--- src/rtl/lzd_norm_arbiter.sv ---
// Shared leading-zero-detect / normalise unit with a round-robin front end.
// Requesters are arbitrated into a stage-1 register; stage 2 holds the normalised result.
module lzd_norm_arbiter #(
  parameter int N    = 32,
  parameter int NREQ = 4,
  localparam int S   = $clog2(N),
  localparam int IW  = $clog2(NREQ)
) (
  input  logic              clk,
  input  logic              rst_n,
  input  logic [NREQ-1:0]   req_valid,
  input  logic [NREQ*N-1:0] req_data,
  output logic [NREQ-1:0]   req_ready,
  output logic              out_valid,
  input  logic              out_ready,
  output logic [N-1:0]      out_data,
  output logic [S-1:0]      out_lzc,
  output logic              out_zero,
  output logic [IW-1:0]     out_id
);

  // Handshake: a transfer happens on a rising edge where valid & ready are both 1;
  // valid must stay asserted until that edge, ready may depend on valid.

  logic [N-1:0]  req_word [NREQ];
  logic          s1_valid;
  logic [N-1:0]  s1_data;
  logic [IW-1:0] s1_id;
  logic [IW-1:0] ptr;
  logic [IW-1:0] ptr_next;
  logic          s1_adv;
  logic          s1_acc;
  logic          grant_any;
  logic [IW-1:0] grant_id;
  logic [NREQ-1:0] grant_vec;
  logic [IW:0]   cand;
  logic [N-1:0]  norm_v;
  logic [S-1:0]  norm_lz;
  logic          s1_zero;

  for (genvar i = 0; i < NREQ; i++) begin : g_split
    assign req_word[i] = req_data[i*N +: N];
  end

  assign s1_adv = s1_valid & (~out_valid | out_ready);
  assign s1_acc = ~s1_valid | s1_adv;

  // Search from the pointer upward; cand stays below NREQ so non-power-of-two counts wrap.
  always_comb begin
    grant_vec = '0;
    grant_id  = '0;
    grant_any = 1'b0;
    cand      = '0;
    for (int off = 0; off < NREQ; off++) begin
      cand = {1'b0, ptr} + (IW+1)'(off);
      if (cand >= (IW+1)'(NREQ)) begin
        cand = cand - (IW+1)'(NREQ);
      end
      if (!grant_any && rst_n && s1_acc && req_valid[cand[IW-1:0]]) begin
        grant_any = 1'b1;
        grant_id  = cand[IW-1:0];
      end
    end
    if (grant_any) begin
      grant_vec[grant_id] = 1'b1;
    end
  end

  assign req_ready = grant_vec;
  assign ptr_next  = (grant_id == IW'(NREQ-1)) ? '0 : grant_id + 1'b1;

  always_ff @(posedge clk or negedge rst_n) begin
    if (!rst_n) begin
      s1_valid <= 1'b0;
      s1_data  <= '0;
      s1_id    <= '0;
      ptr      <= '0;
    end else if (s1_acc) begin
      s1_valid <= grant_any;
      if (grant_any) begin
        s1_data <= req_word[grant_id];
        s1_id   <= grant_id;
        ptr     <= ptr_next;
      end
    end
  end

  // Binary-search normaliser: each step shifts by 2^k when the top 2^k bits are clear.
  always_comb begin
    norm_v  = s1_data;
    norm_lz = '0;
    for (int k = S-1; k >= 0; k--) begin
      if ((norm_v & ~({N{1'b1}} >> (1 << k))) == '0) begin
        norm_v     = norm_v << (1 << k);
        norm_lz[k] = 1'b1;
      end
    end
  end

  assign s1_zero = (s1_data == '0);

  always_ff @(posedge clk or negedge rst_n) begin
    if (!rst_n) begin
      out_valid <= 1'b0;
      out_data  <= '0;
      out_lzc   <= '0;
      out_zero  <= 1'b0;
      out_id    <= '0;
    end else if (s1_adv) begin
      out_valid <= 1'b1;
      out_data  <= s1_zero ? '0 : norm_v;
      out_lzc   <= s1_zero ? '0 : norm_lz;
      out_zero  <= s1_zero;
      out_id    <= s1_id;
    end else if (out_ready) begin
      out_valid <= 1'b0;
    end
  end

endmodule

--- config.mk ---
export PLATFORM = sky130hd
export DESIGN_NAME = lzd_norm_arbiter
export DESIGN_NICKNAME = d
export VERILOG_FILES = /design/src/rtl/lzd_norm_arbiter.sv
export SDC_FILE = /design/constraint.sdc
export NUM_CORES = 1
export LEC_CHECK = 0
export ABC_AREA = 1
export CAP_MARGIN = 20
export CORE_ASPECT_RATIO = 1.75
export CORE_MARGIN = 4
export CORE_UTILIZATION = 30
export CTS_CLUSTER_SIZE = 12
export DETAILED_ROUTE_END_ITERATION = 16
export GPL_TIMING_DRIVEN = 0
export PLACE_DENSITY_LB_ADDON = 0.2
export SETUP_SLACK_MARGIN = 0.4
export SLEW_MARGIN = 20
export SYNTH_ARGS = -nofsm -noshare
export SYNTH_HDL_FRONTEND = slang
export SYNTH_SLANG_ARGS = --single-unit
--- constraint.sdc ---
create_clock -name clk -period 2.6 [get_ports clk]
set_clock_uncertainty 0.1 [all_clocks]
set_input_delay 0.26 -clock clk [delete_from_list [all_inputs] [get_ports clk]]
set_output_delay 0.26 -clock clk [all_outputs]
set_load 0.02 [all_outputs]
==> flow_summary.yaml <==
outcome:
  outcome: "finished, violations left"
  violations: "setup timing"
place:
  io_buffers: 179
  pre_cts_ws_ns: -0.9310
  place_area_mm2: 0.008036
  place_congestion: 0.9953
  place.detailed.hpwl_um: 17980
global_routing:
  grt_max_degree: 42
  grt_pass1_vias: 7446
  antenna_found_initial: 0
  globalRouteOverflowTotal: 0
  track_usage_pct: 22.03
  grt_pass1_wl_um: 37540
yosys:
  synthCells: 922
  syn_avg_cell_area_um2: 6.275
  postSynth.asyncResetShare_pct: 100.0
  syn-cell-area_mm2: 0.005786
  ys_warn_count: 0
  ys_ff_latch: 78
  synth-edff-count: 0
  yosysSeqAreaShare_pct: 33.74
  ys.flop_type: "dfrtp_1"
  synth_cell_types: 33
  synth_fp_nets: 1058
layout:
  final_core_utilization_pct: 58.12
  design_area_mm2: 0.01106
  drive_above_1_share_pct: 39.97
  regArea_mm2: 0.001957
  antennaDiodeCount: 0
  areaGrowthSynthToFinish_pct: 91.16
  layout_common_cells: "nand2_1, clkdlybuf4s50_1, nand2_2"
  multiInputGateArea_mm2: 0.004767
  nets: 1347
  final_common_cell: "nand2_1"
  nFillCells: 1686
worst_setup_path:
  cp_max_fo: 6
  cp.required_ns: 2.24
  startpoint_type: "flip-flop"
  critPathKind: "reg2out"
  reg2reg_depth: 19
  worstPathArrival_ns: 2.61
  r2r_slack_ns: -0.36
  critPathCaptureType: "primary output"
  r2r_start: "s1_data[27]"
  r2r-end: "out_data[18]"
detailed_routing:
  drc: 0
  firstDrtPassIters: 5
  vias_per_cell: 5.043
  finalWirelength_um: 25640
  wl_per_cell_um: 17.60
  ant_nets: 0
  vias: 7348
  drt-initial-drc-count: 269
power:
  ir_drop_mv: 0.9922
  p_leak_uw: 0.005045
  p_per_area_mw_per_mm2: 1704
floorplanning:
  fp-row-count: 67
  coreArea_mm2: 0.01903
  ios: 180
  initial_core_util_pct: 30.40
  die_w_um: 113.0
  fp.dieH_um: 191.7
  die-area_mm2: 0.02166
sta:
  relSlewSlack_pct: 60.68
  max_slew.worst_pin.slew_ns: 0.5898
  fmax_mhz: 337.0
  hold_viol_final: 0
  fin_crit_ns: 2.968
  setup_ws_ns: -0.3678
  drv_slew: 0
  rsz0062_at_grt: "true"
  finalCritPeriodShare_pct: 114.1
  setup_viol: 69
clock_network:
  clock_sinks: 78
  cts_root_buffer: "clkbuf_16"
  clk_pin_slew_worst_paths_ns: 0.06
  cts_buffers: 9
  cts_tree: "yes"
  insertion_delay_ns: 0.35
  cts_buffer_depth: 2
  cts-htree-levels: 3
min_path:
  hold_end: "out_data[1]"
  min_from: "out_data[1]"
  hold_path.class: "reg2reg"
  min_path_cells: 2
job:
  maxCapViolCount: 0
==> power by group <==
part / switching, uW / leakage, uW / internal (uW)
registers: 435 / 0.000959 / 1860
clock network: 527 / 0.000132 / 673
logic: 8620 / 0.00395 / 6730
total: 9580 / 0.00504 / 9260
==> timing repair <==
item                                    in CTS  in global routing
hold buffers                                 2                  0
endpoints found under the hold margin       37                  0
gates cloned                                11                  9
endpoints found under the setup margin      78                 77
pin swaps                                   88                103
gates resized for setup                    283                207
setup buffers                               51                 25
==> sequential cells by signal, indices dropped and copies added (netlist names) <==
signal and count:
out_lzc 5, out_data 32, s1_valid 1, out_zero 1
out_id 2, ptr 2, s1_id 2, s1_data 32
out_valid 1
==> worst max path at each step <==
stage	startpoint	endpoint	slack, ns	cells after the start
finish	ptr[0]	req_ready[3]	-0.37	16
global placement	rst_n	req_ready[3]	-3.62	13
CTS	ptr[0]	req_ready[3]	-0.38	14
global route	ptr[0]	req_ready[3]	-0.51	16
floorplan	s1_data[18]	out_data[10]	0.22	18
detailed placement	req_valid[2]	req_ready[3]	-0.93	13
==> cell type report <==
cell class                 instances  area share [%]
timing repair buffer             277           26.77
tap                              241           2.727
clock buffer                      11           2.195
buffer                            53           5.148
clock inverter                     5          0.3055
inverter                          53           2.059
multi-input combinational        739           43.10
sequential                        78           17.69
==> Yosys cell counts (8+ instances only) <==
library cell	instances	area, um^2
buf_2	21	105.1
inv_2	8	30.03
clkbuf_1	14	52.55
o22a_1	11	96.34
nor3_1	33	165.2
nand2_2	9	56.30
o21ai_0	36	180.2
nor2_1	98	367.9
o21ai_1	47	235.2
inv_1	44	165.2
a21oi_1	28	140.1
nand3_1	76	380.4
nand2_1	365	1370
buf_4	10	75.07
dfrtp_1	78	1952
buf_6	8	90.09
==> cell families (layout without fill, tap and decap cells) <==
group	Yosys count	after routing	synth area share, %
buffers and inverters	106	399	9.018
DFF	78	78	33.74
xor gates and xnor gates	1	1	0.1514
and+or+nand+nor	600	601	43.55
AOI/OAI and AO/OA	136	136	13.32
adders and majority gates	1	1	0.2162
==> routing by layer <==
layer	track usage [%]	wire, um	vias to the layer above
met2	44.54	14850	232
met3	2.585	853	113
met1	20.22	7994	3439
li1	-	-	3564
met4	13.47	1943	0
met5	0	0	-
==> per-stage QoR <==
step                cells  hold WS [ns]  TNS [ns]  total power [uW]
floorplan             922       -0.1356         0              8777
global placement     1342        0.3669   -265.66             11730
detailed placement   1343        0.1781    -24.88             11810
CTS                  1423        0.3822    -13.07             16000
global route         1457        0.4178    -26.44             20070
finish               1457        0.3809    -16.36             18840
==> worst max-delay path, stage by stage, from the launching register on <==
cell     delay (ns)
dfrtp_2        0.47
xor2_2         0.18
inv_2          0.08
nand2_2        0.08
o21ai_4        0.06
nand4_1        0.11
buf_4          0.13
nand2_2        0.07
nor3_4         0.24
nand2_2        0.11
nand2_4        0.14
buf_8          0.12
buf_8          0.10
ha_4           0.11
nand2_2        0.05
inv_2          0.06
buf_6          0.11
No activity file was read; power rests on OpenSTA's default activity.
